File: src/rtl/mm_pkg.sv
// Shared definitions for the systolic matmul datapath blocks.
//   DIM_DEF    : default array dimension (lanes and rows per matrix)
//   BITS_C_DEF : default signed result element width
//   row_wrap_inc() : modulo-DIM row counter step; wraps at dim-1 rather than
//                    at the counter width so non-power-of-2 DIM works.
package mm_pkg;

  localparam int DIM_DEF    = 8;
  localparam int BITS_C_DEF = 16;

  function automatic int row_wrap_inc(input int idx, input int dim);
    return (idx >= dim - 1) ? 0 : idx + 1;
  endfunction

endpackage

File: src/rtl/mem_c_deskew_shift_lane.sv
// shift_lane: enable-gated shift register of DEPTH stages, BITS wide.
//   clk, rst_n : clock, asynchronous active-low reset
//   en         : advance one stage on this edge
//   clr        : synchronous clear of every stage, wins over en
//   d          : value captured into stage 0
//   q          : tail stage (stage DEPTH-1)
module shift_lane #(
  parameter int DEPTH = 1,
  parameter int BITS  = 1
) (
  input  logic            clk,
  input  logic            rst_n,
  input  logic            en,
  input  logic            clr,
  input  logic [BITS-1:0] d,
  output logic [BITS-1:0] q
);

  logic [BITS-1:0] stage [DEPTH];

  // NOTE: these stages are individual flops, not a RAM, so every one is reset
  // and cleared; clr has to discard in-flight data, not just hide it.
  always_ff @(posedge clk or negedge rst_n) begin
    if (!rst_n) begin
      for (int i = 0; i < DEPTH; i++) stage[i] <= '0;
    end else if (clr) begin
      for (int i = 0; i < DEPTH; i++) stage[i] <= '0;
    end else if (en) begin
      // NOTE: non-blocking assignments let every stage read its neighbour's
      // pre-edge value, so the loop order does not matter.
      stage[0] <= d;
      for (int i = 1; i < DEPTH; i++) stage[i] <= stage[i-1];
    end
  end

  assign q = stage[DEPTH-1];

endmodule

File: src/rtl/mem_c_deskew.sv
// mem_c_deskew: output deskew buffer for the systolic matmul array.
// Lane c of the array output lags lane 0 by c steps; lane c is delayed here by
// DIM-c steps so a whole row lines up on Cout. Each aligned row is flagged with
// a one-cycle vout pulse, tagged with row_idx, and the last row of a matrix
// also raises done.
//   clk, rst_n : clock, asynchronous active-low reset
//   en         : step enable shared with the array
//   clr        : synchronous clear, priority over en
//   vin        : a valid row starts on Cin[0] this step
//   Cin[DIM]   : skewed array outputs (signed, BITS_C wide)
//   Cout[DIM]  : deskewed row (tail of each lane)
//   vout       : one-cycle pulse, Cout holds a valid row
//   row_idx    : row number (mod DIM) of the row on Cout while vout=1
//   done       : one-cycle pulse together with vout of row DIM-1
// DIM must be at least 2.
module mem_c_deskew
  import mm_pkg::*;
#(
  parameter int BITS_C = BITS_C_DEF,
  parameter int DIM    = DIM_DEF
) (
  input  logic                     clk,
  input  logic                     rst_n,
  input  logic                     en,
  input  logic                     clr,
  input  logic                     vin,
  input  logic signed [BITS_C-1:0] Cin  [DIM],
  output logic signed [BITS_C-1:0] Cout [DIM],
  output logic                     vout,
  output logic [$clog2(DIM)-1:0]   row_idx,
  output logic                     done
);

  localparam int IW = $clog2(DIM);

  // Data lanes: lane c is DIM-c deep, so element (r,c) captured at step r+c
  // reaches the tail at step r+DIM-1 for every lane.
  for (genvar c = 0; c < DIM; c++) begin : g_lane
    shift_lane #(
      .DEPTH (DIM - c),
      .BITS  (BITS_C)
    ) u_lane (
      .clk   (clk),
      .rst_n (rst_n),
      .en    (en),
      .clr   (clr),
      .d     (Cin[c]),
      .q     (Cout[c])
    );
  end

  // Valid pipe: DIM-1 enable-gated stages here, and the vout register below is
  // the DIM-th stage. vout differs from a plain stage only in that it drops to
  // 0 on en=0 cycles, which makes it a single-cycle pulse per row.
  logic vtail;

  shift_lane #(
    .DEPTH (DIM - 1),
    .BITS  (1)
  ) u_valid_pipe (
    .clk   (clk),
    .rst_n (rst_n),
    .en    (en),
    .clr   (clr),
    .d     (vin),
    .q     (vtail)
  );

  logic          vout_d;
  logic [IW-1:0] row_inc;
  logic [IW-1:0] row_next;

  assign vout_d   = en & vtail;
  assign row_inc  = IW'(row_wrap_inc(int'(row_idx), DIM));
  // row_idx steps on the edge that ends a vout pulse; done looks ahead to the
  // value row_idx will hold during the vout being loaded on this edge.
  assign row_next = vout ? row_inc : row_idx;

  always_ff @(posedge clk or negedge rst_n) begin
    if (!rst_n) begin
      vout    <= 1'b0;
      done    <= 1'b0;
      row_idx <= '0;
    end else if (clr) begin
      vout    <= 1'b0;
      done    <= 1'b0;
      row_idx <= '0;
    end else begin
      vout    <= vout_d;
      row_idx <= row_next;
      done    <= vout_d && (row_next == IW'(DIM - 1));
    end
  end

endmodule

File: config.mk
export PLATFORM = sky130hd
export DESIGN_NAME = mem_c_deskew
export DESIGN_NICKNAME = d
export VERILOG_FILES = /design/src/rtl/mm_pkg.sv /design/src/rtl/mem_c_deskew_shift_lane.sv /design/src/rtl/mem_c_deskew.sv
export SDC_FILE = /design/constraint.sdc
export NUM_CORES = 1
export LEC_CHECK = 0
export BUFFER_PORTS_ARGS = -buffer_cell sky130_fd_sc_hd__buf_2
export CAP_MARGIN = 20
export CORE_ASPECT_RATIO = 0.6
export CORE_MARGIN = 2
export CORE_UTILIZATION = 42
export CTS_CLUSTER_DIAMETER = 120
export DETAILED_ROUTE_END_ITERATION = 6
export GPL_ROUTABILITY_DRIVEN = 0
export MAX_ROUTING_LAYER = met4
export PLACE_DENSITY = 0.64
export SLEW_MARGIN = 20
export SYNTH_ARGS = -nofsm -noshare
export SYNTH_HDL_FRONTEND = slang
export SYNTH_SLANG_ARGS = --single-unit
File: constraint.sdc
create_clock -name clk -period 3.5 [get_ports clk]
set_input_delay 0.175 -clock clk [delete_from_list [all_inputs] [get_ports clk]]
set_output_delay 0.175 -clock clk [all_outputs]
set_load 0.01 [all_outputs]
After elaboration in Yosys (flattened, before gate mapping)
Cells that the tools add are included.
- memories kept: 0
- output and inout bits: 133
- latch bits: 0
- input port bits: 133
- word-level logic and storage cells: 75
- memory bits (read-only): 0
- RAM bits: 0
- bits in registers: 588
- add/subtract/negate cells: 1
- div/mod/pow operators: 0
- magnitude comparators: 1
- reductions and logical operators: 2
- bitwise operators: 1
- mux-type cells: 23
- multiply operators: 0
- shifts and indexed selects: 0
- equal/unequal tests: 1
- operator list (cell ; number):
    two-way mux 128 bit ; 2
    two-way mux 112 bit ; 2
    two-way mux 96 bit ; 2
    two-way mux 80 bit ; 2
    two-way mux 64 bit ; 2
    two-way mux 48 bit ; 2
    two-way mux 32 bit ; 2
    two-way mux 16 bit ; 2
    two-way mux 7 bit ; 2
    two-way mux 3 bit ; 3
    adder 3 x 1 -> 3 bit (second input constant) ; 1
    == test 3 bit (second input constant) ; 1
    >= comparator 3 bit (second input constant) ; 1
    two-way mux 1 bit ; 2
    nonzero test 2 bit ; 1
    AND 1 bit ; 1
    logical AND 1 bit ; 1

Logic depth before layout (Yosys ltp)
Gate-level depths: netlist of the first run.
- depth after elaboration: 6
- gate-level depth with buffers: 5
- gate-level depth less buffers: 5

By module
From an unflattened synthesis of the first run, not the netlist that was laid out.
- cells, all modules: 2011
- area, all modules: 24992.7 um2
- modules (own cells, without submodules) (module ; area each (um2) ; instances ; sequential area each (um2) ; cells an instance):
    shift_lane at g_lane[0].u_lane ; 5412.7 ; 1 ; 3203.1 ; 428
    shift_lane at g_lane[1].u_lane ; 4720.8 ; 1 ; 2802.7 ; 377
    shift_lane at g_lane[2].u_lane ; 4030.1 ; 1 ; 2402.3 ; 326
    shift_lane at g_lane[3].u_lane ; 3389.5 ; 1 ; 2001.9 ; 274
    shift_lane at g_lane[4].u_lane ; 2731.4 ; 1 ; 1601.5 ; 222
    shift_lane at g_lane[5].u_lane ; 2089.5 ; 1 ; 1201.2 ; 171
    shift_lane at g_lane[6].u_lane ; 1443.9 ; 1 ; 800.8 ; 119
    shift_lane at g_lane[7].u_lane ; 660.6 ; 1 ; 400.4 ; 52
    shift_lane at u_valid_pipe ; 282.8 ; 1 ; 175.2 ; 22
    mem_c_deskew ; 231.5 ; 1 ; 125.1 ; 20

Least setup slack after synthesis of the first run
OpenSTA, ideal clock, no wires.
- path kind: flip-flop to flip-flop
- start: reg row_idx[0]
- end: reg done
- clock period less this slack: 1.406 ns
- setup slack: 2.094 ns
- data required time: 3.395 ns
- cell stages (with the launch flop): 6
- setup time: 0.105 ns
- path buffers: 0
- arrival: 1.301 ns
- path through: dfrtp_1 ha_1 ha_1 nor3b_1 a21oi_1 nor4b_1
- cells in the longest elaborated chain, start to end: 6
- elaborated cells between the ends (all ways): 7
- those cells by class: 1 x add/sub; 1 x order compare; 1 x eq/ne; 3 x mux; 1 x reduce/logical
- ends and longest elaborated chain (what ; line ; source):
    start: declaration ; mem_c_deskew.sv:30 ; output logic [$clog2(DIM)-1:0] row_idx,
    start signal: assignment ; mem_c_deskew.sv:90 ; row_idx <= row_next;
    adder 3 x 1 -> 3 bit / >= comparator 3 bit (equally long branches) ; mm_pkg.sv:12 ; return (idx >= dim - 1) ? 0 : idx + 1;
    two-way mux 3 bit ; mm_pkg.sv:12 ;
    two-way mux 3 bit * ; mem_c_deskew.sv:77 ; assign row_next = vout ? row_inc : row_idx;
    == test 3 bit * ; mem_c_deskew.sv:91 ; done <= vout_d && (row_next == IW'(DIM - 1));
    logical AND 1 bit * ; mem_c_deskew.sv:91 ;
    two-way mux 1 bit * ; mem_c_deskew.sv:84 ; end else if (clr) begin
    end signal: assignment ; mem_c_deskew.sv:91 ;
    end: declaration ; mem_c_deskew.sv:31 ; output logic done
Mark *: on every way between the ends. The rest lies on a longest branch, timed or not.
A chain may end at the register's enable or synchronous reset.

Worst setup path in the final report of the first run
Same ends and word-level chain as after synthesis.

==> impl_metrics.prom, run 1 <==
# TYPE chip_impl_metric gauge
chip_impl_info{name="run_status",value="finished clean"} 1
chip_impl_metric{name="finalClockSkew",unit="ns"} 0.0133
chip_impl_metric{name="wl_per_cell",unit="um"} 15.5
chip_impl_metric{name="required_time_worst_endpoint",unit="ns"} 4.00
chip_impl_info{name="grt_setup_unrepaired",value="no"} 1
chip_impl_metric{name="post_synth.cell_area_avg",unit="um2"} 12.6
chip_impl_metric{name="clock.fmax",unit="GHz"} 0.659
chip_impl_metric{name="cp_data_arrival_time",unit="ns"} 2.02
chip_impl_metric{name="power_leakage",unit="nW"} 15.4
chip_impl_metric{name="first_global_vias",unit=""} 15200
chip_impl_info{name="timing.critical_path.to_type",value="flip-flop"} 1
chip_impl_info{name="cts_tree",value="built"} 1
chip_impl_metric{name="synth_cells",unit=""} 2011
chip_impl_metric{name="setup.reg_to_reg.worst_slack",unit="ns"} 1.98
chip_impl_metric{name="cts.sink_count",unit=""} 588
chip_impl_metric{name="cts-root-to-sink-buffers",unit=""} 3
chip_impl_info{name="biggest_area_consumer_among_synthesized_cells",value="dfrtp_1"} 1
chip_impl_metric{name="ff_latch_area",unit="um2"} 14700
chip_impl_metric{name="portBuffers",unit=""} 265
chip_impl_metric{name="number_of_antenna_violations_at_the_first_check_in_global_routing",unit=""} 1
chip_impl_metric{name="cts_made_buffers",unit=""} 55
chip_impl_info{name="min_path_type",value="in2reg"} 1
chip_impl_metric{name="std_cell_rows",unit=""} 69
chip_impl_metric{name="postCtsHoldBufs",unit=""} 130
chip_impl_metric{name="yosys_warnings",unit=""} 0
chip_impl_info{name="start_kind",value="flip-flop"} 1
chip_impl_metric{name="synthesis.nets",unit=""} 2146
chip_impl_metric{name="die_x",unit="um"} 321
chip_impl_metric{name="fill_cells",unit=""} 5238
chip_impl_metric{name="holdWs",unit="ns"} 0.0993
chip_impl_info{name="cts_root_buffer",value="clkbuf_16"} 1
chip_impl_metric{name="grt_pass1_wl",unit="mm"} 80.6
chip_impl_metric{name="netlist.area_leader.share",unit=""} 0.582
chip_impl_metric{name="slew_viol_final",unit=""} 0
chip_impl_metric{name="clkTransAtPathRegs",unit="ns"} 0.06
chip_impl_metric{name="drt-pass1-iter-count",unit=""} 4
chip_impl_metric{name="cts_htree_levels",unit=""} 2
chip_impl_metric{name="synth_edf_count",unit=""} 0
chip_impl_metric{name="postCtsResizedCells",unit=""} 0
chip_impl_metric{name="route.final.wire_length",unit="mm"} 47.8
chip_impl_metric{name="synthesis.area",unit="um2"} 25300
chip_impl_metric{name="multiInputGateArea",unit="um2"} 8120
chip_impl_metric{name="initial_utilization",unit=""} 0.426
chip_impl_info{name="timing_worst_setup_path_type",value="reg2reg"} 1
chip_impl_metric{name="worst_pin_slew",unit="ns"} 0.976
chip_impl_metric{name="core_area",unit="um2"} 59300
chip_impl_metric{name="fin_crit_sh",unit=""} 0.433
chip_impl_metric{name="timing.max_slew.rel_slack",unit=""} 0.349
chip_impl_metric{name="post-route-min-period",unit="ns"} 1.52
chip_impl_metric{name="area_growth_syn_to_layout",unit="%"} 14.1
chip_impl_metric{name="io-pin-count",unit=""} 266
chip_impl_metric{name="post_cts_buffers",unit=""} 0
chip_impl_metric{name="placement.setup.worst_slack",unit="ns"} 1.70
chip_impl_metric{name="dr.first_iter.drc_count",unit=""} 949
chip_impl_metric{name="fin_tns_setup",unit="ns"} 0
chip_impl_metric{name="vias",unit=""} 14600
chip_impl_info{name="yosys_most_used_dff",value="dfrtp_1"} 1
chip_impl_metric{name="overflow",unit=""} 0
chip_impl_metric{name="power_per_cell_area",unit="nW/um2"} 484
chip_impl_metric{name="synth.yosys.seq_area_share",unit=""} 0.582
chip_impl_metric{name="drtAntennaViolNets",unit=""} 0
chip_impl_metric{name="die_area",unit="um2"} 62200
chip_impl_metric{name="fraction_of_registers_with_async_set_reset",unit=""} 1.00
chip_impl_metric{name="routed_via_density",unit=""} 4.72
chip_impl_info{name="ys_top_cells_by_area",value="dfrtp_1 58%, mux2i_1 23%, nor2_1 8.7%"} 1
chip_impl_metric{name="finalSetupViolCount",unit=""} 0
chip_impl_info{name="synth.top_cells.by_count",value="588 x dfrtp_1, 587 x nor2_1, 584 x mux2i_1"} 1
chip_impl_metric{name="grtUsageTotal",unit=""} 0.161
chip_impl_metric{name="hold_viol_final",unit=""} 0
chip_impl_metric{name="post_synth_num_cell_types",unit=""} 18
chip_impl_metric{name="post_route_cells_drive_above_1_share",unit=""} 0.170
chip_impl_metric{name="remaining_drc_errors",unit=""} 0
chip_impl_metric{name="maxCapViolations",unit=""} 0
chip_impl_info{name="synth.most_common_cell",value="dfrtp_1"} 1
chip_impl_metric{name="nets",unit=""} 2404
chip_impl_metric{name="insertion_delay",unit="ns"} 0.60
chip_impl_metric{name="yosys_register_bits",unit=""} 588
chip_impl_metric{name="vdd_ir_drop_max",unit="mV"} 0.351
chip_impl_metric{name="grt_start_max_net_pins",unit=""} 130
chip_impl_metric{name="die_height",unit="um"} 194
chip_impl_metric{name="dp.final_hpwl",unit="mm"} 30.0
chip_impl_metric{name="critical_path_peak_fanout",unit=""} 5
chip_impl_metric{name="worst_slack",unit="ns"} 1.98
[final cells by class]
cell class | instances | share of cell area
clock buffer | 76 | 0.0532
multi-input combinational | 1180 | 0.282
timing repair buffer | 443 | 0.114
antenna | 1 | 0.0000868
inverter | 1 | 0.000130
clock inverter | 16 | 0.00672
sequential | 588 | 0.510
tap | 781 | 0.0339
[worst max-delay path: stages (launching register included)]
cell and delay [ns]:
dfrtp_1 0.42, ha_1 0.22, ha_1 0.19, nor3b_1 0.22
a21oi_1 0.09, nor4b_1 0.28
[where the power goes]
| group | total (mW) | leakage [nW] | internal (mW) | switching, mW |
|---|---|---|---|---|
| registers | 7.04 | 8.09 | 6.95 | 0.0860 |
| clock network | 5.87 | 0.851 | 3.34 | 2.54 |
| logic | 1.05 | 6.48 | 0.474 | 0.578 |
[per-layer routing]
metal / global-route usage / up-vias / share of wire
met5: - / - / 0
met4: 0.0456 / 0 / 0.023
met3: 0.0323 / 81 / 0.041
met2: 0.247 / 196 / 0.46
met1: 0.217 / 7214 / 0.47
li1: - / 7072 / -
[final timing paths]
check                                      start                    endpoint  cells after the start
max                                   row_idx[0]                        done                      5
max in group asynchronous                  rst_n  g_lane[2].u_lane.stage[89]                      3
min                                          clr  g_lane[0].u_lane.stage[28]                      2
min in group asynchronous                  rst_n  g_lane[3].u_lane.stage[66]                      2
max reg2reg                           row_idx[0]                        done                      5
min reg2reg                g_lane[3].u_lane.q[1]       g_lane[3].u_lane.q[1]                      2
[flip-flops by register name, summed over array words and instances, names as in the netlist]
register	cells
g_lane.u_lane.q	128
g_lane.u_lane.stage	448
row_idx	3
u_valid_pipe.q	1
done	1
vout	1
u_valid_pipe.stage	6
[metrics by stage]
stage,cells,utilization,power [mW],area [um2]
5_1_grt,3086,0.486,14.6,28800
2_1_floorplan,2011,-,7.87,25300
3_5_place_dp,2863,0.435,8.12,25800
6_report,3086,0.486,14.0,28800
3_3_place_gp,2863,0.435,8.08,25800
4_1_cts,3085,0.486,14.2,28800
[placed cells by master (no fill, tap or decap), drive strengths merged]
cell type / n
dfrtp: 588
nor2: 587
nand3: 1
nand2: 1
a32oi: 1
bufinv: 4
a21oi: 1
clkbuf: 76
ha: 2
clkinv: 10
nor3b: 1
nor4b: 1
mux2i: 584
clkinvlp: 1
diode: 1
nor2b: 1
buf: 313
dlygate4sd3: 130
inv: 2
[kinds of logic (layout without fill, tap and decap cells)]
group	count (synthesis)	count (layout)	synth area share
buffers and inverters	243	536	0.0963
other	0	1	0
AOI/OAI and AO/OA	2	2	0.000545
DFF	588	588	0.582
adders and majority gates	2	2	0.000990
and+or+nand+nor	592	592	0.0884
muxes	584	584	0.231
No activity file was read; power rests on OpenSTA's default activity.
==> inputs of run 2 (changes only) <==
- PLACE_DENSITY: 0.64 -> 0.67
- clock period: 3.5 -> 1.3 ns (I/O delays scaled with it)
==> run 2 against run 1 <==
  * The run now ends with negative hold slack, negative setup slack left
  * Via count up 5.7%
  * Worst setup slack worse by 2.1 ns
  * Core utilization up 2.8 points
  * Die area unchanged
  * First-iteration DRC count down 9.8%
  * Sequential share of layout area down 2.8 points
  * Wire length up 11%
  * Combinational power rose to 3.2 times the previous value
  * Critical path type is now reg2out
  * Flip-flop and latch count unchanged
  * Register-to-register slack worse by 2.1 ns
  * Highest routed layer unchanged
==> impl_metrics.prom, run 2 (synthesized netlist as in run 1, its figures left out) <==
# TYPE chip_impl_metric gauge
chip_impl_metric{name="clock.fmax",unit="GHz"} 0.701
chip_impl_metric{name="cts_made_buffers",unit=""} 55
chip_impl_info{name="whs_endpoint",value="g_lane[0].u_lane.q[9]"} 1
chip_impl_info{name="cts_root_buffer",value="clkbuf_16"} 1
chip_impl_metric{name="holdWs",unit="ns"} -0.00101
chip_impl_metric{name="wl_per_cell",unit="um"} 16.6
chip_impl_metric{name="die_area",unit="um2"} 62200
chip_impl_info{name="start_kind",value="flip-flop"} 1
chip_impl_metric{name="finalSetupViolCount",unit=""} 5
chip_impl_metric{name="dr.first_iter.drc_count",unit=""} 856
chip_impl_metric{name="initial_utilization",unit=""} 0.426
chip_impl_metric{name="fin_crit_sh",unit=""} 1.10
chip_impl_metric{name="die_x",unit="um"} 321
chip_impl_metric{name="routed_via_density",unit=""} 4.78
chip_impl_info{name="worst_r2r_endpoint",value="done"} 1
chip_impl_metric{name="grt_start_max_net_pins",unit=""} 84
chip_impl_info{name="critical_path.reg2reg.startpoint",value="row_idx[0]"} 1
chip_impl_metric{name="insertion_delay",unit="ns"} 0.61
chip_impl_metric{name="setup.reg_to_reg.worst_slack",unit="ns"} -0.11
chip_impl_metric{name="dp.final_hpwl",unit="mm"} 33.3
chip_impl_metric{name="reg2reg_depth",unit=""} 5
chip_impl_metric{name="area_growth_syn_to_layout",unit="%"} 20.7
chip_impl_metric{name="overflow",unit=""} 0
chip_impl_metric{name="power_leakage",unit="nW"} 16.3
chip_impl_info{name="layout.cells.most_common_list",value="588 x dfrtp_1, 585 x nor2_1, 584 x mux2i_1, 260 x buf_2, 182 x dlygate4sd3_1"} 1
chip_impl_metric{name="post_route_cells_drive_above_1_share",unit=""} 0.197
chip_impl_metric{name="worst_pin_slew",unit="ns"} 0.579
chip_impl_metric{name="largest_register_ff_count",unit=""} 448
chip_impl_metric{name="die_height",unit="um"} 194
chip_impl_metric{name="power_per_cell_area",unit="nW/um2"} 1280
chip_impl_metric{name="drt-pass1-iter-count",unit=""} 5
chip_impl_metric{name="post-route-min-period",unit="ns"} 1.43
chip_impl_metric{name="io-pin-count",unit=""} 266
chip_impl_metric{name="timing.max_slew.rel_slack",unit=""} 0.613
chip_impl_metric{name="grtUsageTotal",unit=""} 0.175
chip_impl_metric{name="portBuffers",unit=""} 265
chip_impl_metric{name="nets",unit=""} 2524
chip_impl_metric{name="cts_htree_levels",unit=""} 2
chip_impl_metric{name="slew_viol_final",unit=""} 0
chip_impl_info{name="run_status",value="complete, but fails checks"} 1
chip_impl_metric{name="worst_slack",unit="ns"} -0.127
chip_impl_info{name="timing.critical_path.to_type",value="output pin"} 1
chip_impl_metric{name="cts-root-to-sink-buffers",unit=""} 3
chip_impl_metric{name="whs_path_depth",unit=""} 4
chip_impl_metric{name="cp_data_arrival_time",unit="ns"} 1.36
chip_impl_info{name="grt_setup_unrepaired",value="yes"} 1
chip_impl_metric{name="maxCapViolations",unit=""} 0
chip_impl_metric{name="first_global_vias",unit=""} 16200
chip_impl_metric{name="route.final.wire_length",unit="mm"} 53.3
chip_impl_metric{name="std_cell_rows",unit=""} 69
chip_impl_metric{name="required_time_worst_endpoint",unit="ns"} 1.24
chip_impl_metric{name="drtAntennaViolNets",unit=""} 0
chip_impl_metric{name="finalClockSkew",unit="ns"} 0.0152
chip_impl_metric{name="vdd_ir_drop_max",unit="mV"} 0.813
chip_impl_metric{name="critical_path_peak_fanout",unit=""} 3
chip_impl_metric{name="core_area",unit="um2"} 59300
chip_impl_metric{name="clkTransAtPathRegs",unit="ns"} 0.06
chip_impl_info{name="holdCritStartpoint",value="en"} 1
chip_impl_metric{name="grt_pass1_wl",unit="mm"} 86.5
chip_impl_info{name="mostFrequentLayoutCell",value="dfrtp_1"} 1
chip_impl_info{name="timing_worst_setup_path_type",value="reg2out"} 1
chip_impl_info{name="failing_checks",value="negative hold slack, negative setup slack"} 1
chip_impl_info{name="cts_tree",value="built"} 1
chip_impl_info{name="min_path_type",value="in2reg"} 1
chip_impl_metric{name="number_of_antenna_violations_at_the_first_check_in_global_routing",unit=""} 4
chip_impl_metric{name="cts.sink_count",unit=""} 588
chip_impl_metric{name="vias",unit=""} 15400
chip_impl_metric{name="hold_viol_final",unit=""} 1
chip_impl_info{name="max_flop_register",value="g_lane.u_lane.stage"} 1
chip_impl_metric{name="fin_tns_setup",unit="ns"} -0.379
chip_impl_metric{name="remaining_drc_errors",unit=""} 0
==> run 2: cell count changes in the layout (fill, tap and decap cells not counted), moves of 2 or more <==
cell,previous run,this run
buf_12,22,42
buf_16,0,3
buf_2,262,260
buf_4,26,66
buf_6,0,4
clkbuf_16,55,59
clkbuf_8,8,15
diode_2,1,4
dlygate4sd3_1,130,182
ha_1,2,0
nor2_1,587,585
==> run 2: what timing repair did <==
item / CTS / global route
endpoints found under the setup margin: 6 / 62
cloned: 0 / 3
hold buffers: 198 / 1
pin swaps: 3 / 6
gates resized for setup: 6 / 13
buffers inserted: 2 / 9
hold endpoints to repair: 855 / 18
==> run 2: power by group <==
part / switching [mW] / total [mW] / internal [mW]
registers: 0.250 / 19.0 / 18.7
logic: 1.71 / 3.31 / 1.60
clock network: 7.02 / 16.8 / 9.80
total: 8.98 / 39.1 / 30.1
==> run 2: worst max path at each step <==
stage,endpoint,start,slack (ns),cells past startpoint
6_report,row_idx[1],row_idx[1],-0.13,3
5_1_grt,done,row_idx[1],-0.18,5
4_1_cts,row_idx[0],row_idx[0],-0.10,2
3_5_place_dp,done,row_idx[1],-0.17,5
3_3_place_gp,done,row_idx[1],-0.06,5
2_1_floorplan,done,row_idx[0],-0.04,5
==> run 2: worst max-delay path: stages (launching register included) <==
cell and delay (ns):
dfrtp_1 0.39, buf_4 0.14, buf_6 0.12, buf_6 0.11
==> run 2: stage by stage <==
step	utilization	power, mW	instance area, um2	std cells	setup WS [ns]
after floorplan	-	21.2	25300	2011	-0.0360
after global placement	0.446	22.0	26500	2915	-0.0631
after detailed placement	0.446	22.1	26500	2915	-0.173
after CTS	0.512	39.6	30400	3218	-0.102
after global routing	0.514	40.8	30500	3220	-0.184
final	0.514	39.1	30500	3220	-0.127
==> run 2: layer usage <==
layer,share of wire,GRT usage
met3,0.040,0.0313
met2,0.48,0.278
met1,0.46,0.232
met5,0,-
met4,0.022,0.0499
==> run 2: layout make-up <==
type | count | area (um2)
fillers | 5034 | 28800
clock inverters | 19 | 250
inverters | 1 | 3.75
well taps | 781 | 977
diodes | 4 | 10.0
clock buffers | 84 | 1660
repair buffers | 563 | 4700
multi-input cells | 1180 | 8180
flip-flops and latches | 588 | 14700
==> inputs of run 3 (changes only) <==
- ABC_AREA: unset -> 1
==> run 3 against run 2 <==
  * Wire length grew 0.62%
  * Clock-buffer cell count shrank 8
  * Clock skew grew 0.013 ns
  * The flow finishes with violations (negative setup slack)
  * First-iteration DRC count grew 46%
  * Combinational power shrank 12%
  * Synthesized area shrank 6.0%
==> impl_metrics.prom, run 3 <==
# TYPE chip_impl_metric gauge
chip_impl_info{name="run_status",value="complete, but fails checks"} 1
chip_impl_info{name="failing_checks",value="negative setup slack"} 1
chip_impl_metric{name="io-pin-count",unit=""} 266
chip_impl_info{name="timing_worst_setup_path_type",value="reg2out"} 1
chip_impl_metric{name="synthesis.area",unit="um2"} 23700
chip_impl_metric{name="vias",unit=""} 16400
chip_impl_metric{name="slew_viol_final",unit=""} 0
chip_impl_metric{name="whs_path_depth",unit=""} 4
chip_impl_metric{name="power_leakage",unit="nW"} 13.2
chip_impl_metric{name="insertion_delay",unit="ns"} 0.60
chip_impl_metric{name="nets",unit=""} 2653
chip_impl_info{name="start_kind",value="flip-flop"} 1
chip_impl_metric{name="fin_crit_sh",unit=""} 1.01
chip_impl_metric{name="core_area",unit="um2"} 55800
chip_impl_metric{name="utilization",unit=""} 0.517
chip_impl_metric{name="total_power_consumption",unit="mW"} 38.2
chip_impl_metric{name="cts-root-to-sink-buffers",unit=""} 3
chip_impl_metric{name="yosys_register_bits",unit=""} 588
chip_impl_metric{name="power_per_cell_area",unit="nW/um2"} 1320
chip_impl_metric{name="number_of_antenna_violations_at_the_first_check_in_global_routing",unit=""} 1
chip_impl_metric{name="post_synth.cell_area_avg",unit="um2"} 10.7
chip_impl_info{name="end_point_of_the_critical_path",value="row_idx[0]"} 1
chip_impl_metric{name="clock.fmax",unit="GHz"} 0.761
chip_impl_metric{name="cts_htree_levels",unit=""} 2
chip_impl_metric{name="fraction_of_registers_with_async_set_reset",unit=""} 1.00
chip_impl_metric{name="yosys_warnings",unit=""} 0
chip_impl_info{name="biggest_area_consumer_among_synthesized_cells",value="dfrtp_1"} 1
chip_impl_metric{name="clkTransAtPathRegs",unit="ns"} 0.07
chip_impl_info{name="setup.worst_path.start",value="row_idx[0]"} 1
chip_impl_metric{name="timing.max_slew.rel_slack",unit=""} 0.361
chip_impl_metric{name="post-route-min-period",unit="ns"} 1.31
chip_impl_metric{name="area_growth_syn_to_layout",unit="%"} 21.6
chip_impl_metric{name="std_cell_rows",unit=""} 67
chip_impl_metric{name="worst_slack",unit="ns"} -0.0135
chip_impl_info{name="most_used_cell_along_the_critical_path",value="buf_6"} 1
chip_impl_metric{name="cts_made_buffers",unit=""} 53
chip_impl_metric{name="worst_pin_slew",unit="ns"} 0.959
chip_impl_info{name="synth.most_common_cell",value="dfrtp_1"} 1
chip_impl_info{name="min_path_type",value="in2reg"} 1
chip_impl_metric{name="synth_cells",unit=""} 2217
chip_impl_metric{name="dp.final_hpwl",unit="mm"} 33.8
chip_impl_metric{name="drt-pass1-iter-count",unit=""} 5
chip_impl_info{name="critPathSlowestCell",value="dfrtp_1"} 1
chip_impl_metric{name="remaining_drc_errors",unit=""} 0
chip_impl_metric{name="fill_cells",unit=""} 4874
chip_impl_metric{name="maxCapViolations",unit=""} 0
chip_impl_info{name="synth.top_cells.by_count",value="588 x dfrtp_1, 407 x inv_1, 231 x o21ai_0"} 1
chip_impl_info{name="ys_top_cells_by_area",value="dfrtp_1 62%, inv_1 6.4%, o22ai_2 5.3%"} 1
chip_impl_metric{name="synth_edf_count",unit=""} 0
chip_impl_metric{name="hold_viol_final",unit=""} 0
chip_impl_metric{name="portBuffers",unit=""} 265
chip_impl_metric{name="grtUsageTotal",unit=""} 0.192
chip_impl_metric{name="dr.first_iter.drc_count",unit=""} 1246
chip_impl_info{name="cts_root_buffer",value="clkbuf_16"} 1
chip_impl_metric{name="drtAntennaViolNets",unit=""} 0
chip_impl_metric{name="grt_pass1_wl",unit="mm"} 89.6
chip_impl_metric{name="reg2reg_depth",unit=""} 6
chip_impl_metric{name="setup.reg_to_reg.worst_slack",unit="ns"} 0.04
chip_impl_metric{name="grt_start_max_net_pins",unit=""} 90
chip_impl_info{name="grt_setup_unrepaired",value="yes"} 1
chip_impl_info{name="layout.cells.most_common_list",value="586 x dfrtp_1, 407 x inv_1, 258 x buf_2, 231 x o21ai_0, 225 x nand2_1"} 1
chip_impl_metric{name="post_route_cells_drive_above_1_share",unit=""} 0.217
chip_impl_metric{name="die_area",unit="um2"} 58500
chip_impl_metric{name="initial_utilization",unit=""} 0.425
chip_impl_info{name="cts_tree",value="built"} 1
chip_impl_metric{name="place_inst",unit=""} 3063
chip_impl_metric{name="delay_contributed_by_the_slowest_stage_of_the_critical_path",unit="ns"} 0.40
chip_impl_metric{name="synth.yosys.seq_area_share",unit=""} 0.620
chip_impl_info{name="yosys_most_used_dff",value="dfrtp_1"} 1
chip_impl_info{name="mostFrequentLayoutCell",value="dfrtp_1"} 1
chip_impl_metric{name="netlist.area_leader.share",unit=""} 0.620
chip_impl_info{name="max_flop_register",value="g_lane.u_lane.stage"} 1
chip_impl_metric{name="placement.setup.worst_slack",unit="ns"} -0.00202
chip_impl_metric{name="layoutNonFillerInstCount",unit=""} 3323
chip_impl_metric{name="critical_path_peak_fanout",unit=""} 2
chip_impl_metric{name="required_time_worst_endpoint",unit="ns"} 1.24
chip_impl_metric{name="largest_register_ff_count",unit=""} 448
chip_impl_metric{name="die_height",unit="um"} 188
chip_impl_metric{name="synthesis.nets",unit=""} 2352
chip_impl_metric{name="finalSetupViolCount",unit=""} 2
chip_impl_info{name="timing.critical_path.cells",value="buf_6, buf_6"} 1
chip_impl_metric{name="first_global_vias",unit=""} 17100
chip_impl_metric{name="finalClockSkew",unit="ns"} 0.0280
chip_impl_metric{name="wl_per_cell",unit="um"} 16.1
chip_impl_metric{name="holdWs",unit="ns"} 0.0357
chip_impl_info{name="timing.critical_path.to_type",value="output pin"} 1
chip_impl_metric{name="vdd_ir_drop_max",unit="mV"} 1.14
chip_impl_info{name="worst_r2r_endpoint",value="done"} 1
chip_impl_metric{name="cp_data_arrival_time",unit="ns"} 1.25
chip_impl_metric{name="post_synth_num_cell_types",unit=""} 23
chip_impl_metric{name="die_x",unit="um"} 311
chip_impl_metric{name="routed_via_density",unit=""} 4.94
chip_impl_metric{name="route.final.wire_length",unit="mm"} 53.6
chip_impl_info{name="critical_path.reg2reg.startpoint",value="row_idx[0]"} 1
chip_impl_metric{name="overflow",unit=""} 0
chip_impl_metric{name="cts.sink_count",unit=""} 588
run 3: cells by family after synthesis:
group | after synthesis | share of synthesized area
AOI/OAI and AO/OA | 550 | 0.159
adders and majority gates | 2 | 0.00105
buffers and inverters | 671 | 0.146
DFF | 588 | 0.620
and+or+nand+nor | 406 | 0.0745
run 3: layer usage:
metal | global-route usage | up-vias | wire, um
met5 | - | - | 0
met4 | 0.0485 | 0 | 1080
met3 | 0.0382 | 87 | 2750
met2 | 0.291 | 385 | 24500
met1 | 0.267 | 8203 | 25300
li1 | - | 7735 | -
run 3: worst min path at each step:
stage | start | to | slack (ns)
global placement | rst_n | g_lane[4].u_lane.stage[40] | -0.07
CTS | en | g_lane[7].u_lane.q[9] | 0.0005
floorplan | rst_n | done | -0.23
global route | en | g_lane[1].u_lane.stage[49] | 0.02
detailed placement | rst_n | g_lane[4].u_lane.stage[40] | -0.06
finish | en | g_lane[7].u_lane.q[9] | 0.04
run 3: cell type report:
cell class              count  area [um2]  area share
well taps                 759         950      0.0329
clock inverters            24         293      0.0101
clock buffers              76        1570      0.0545
multi-input cells         958        5590       0.193
inverters                 409        1550      0.0536
flip-flops and latches    588       14700       0.510
repair buffers            508        4210       0.146
diodes                      1        2.50   0.0000867
run 3: critical path: cells and delay by family (launching register included):
kind     cells  cell delay (ns)
flops        1             0.40
buf+inv      2             0.24
run 3: report_power, final:
group / leakage (nW) / internal [mW] / switching, mW
Sequential: 8.09 / 18.7 / 0.128
Combinational: 4.21 / 1.15 / 1.75
Clock: 0.918 / 9.48 / 7.02
Total: 13.2 / 29.3 / 8.89
run 3: stage by stage:
step	cell area [um2]	setup TNS (ns)
global placement	25300	0
finish	28900	-0.0162
CTS	28800	-0.226
global route	28900	-0.269
floorplan	23700	0
detailed placement	25300	-0.00202
run 3: timing repair:
action	in CTS	in global routing
resized for setup	9	7
pin swaps	1	6
hold buffers	156	0
setup buffers	3	0
hold endpoints to repair	759	0
setup endpoints to repair	8	26
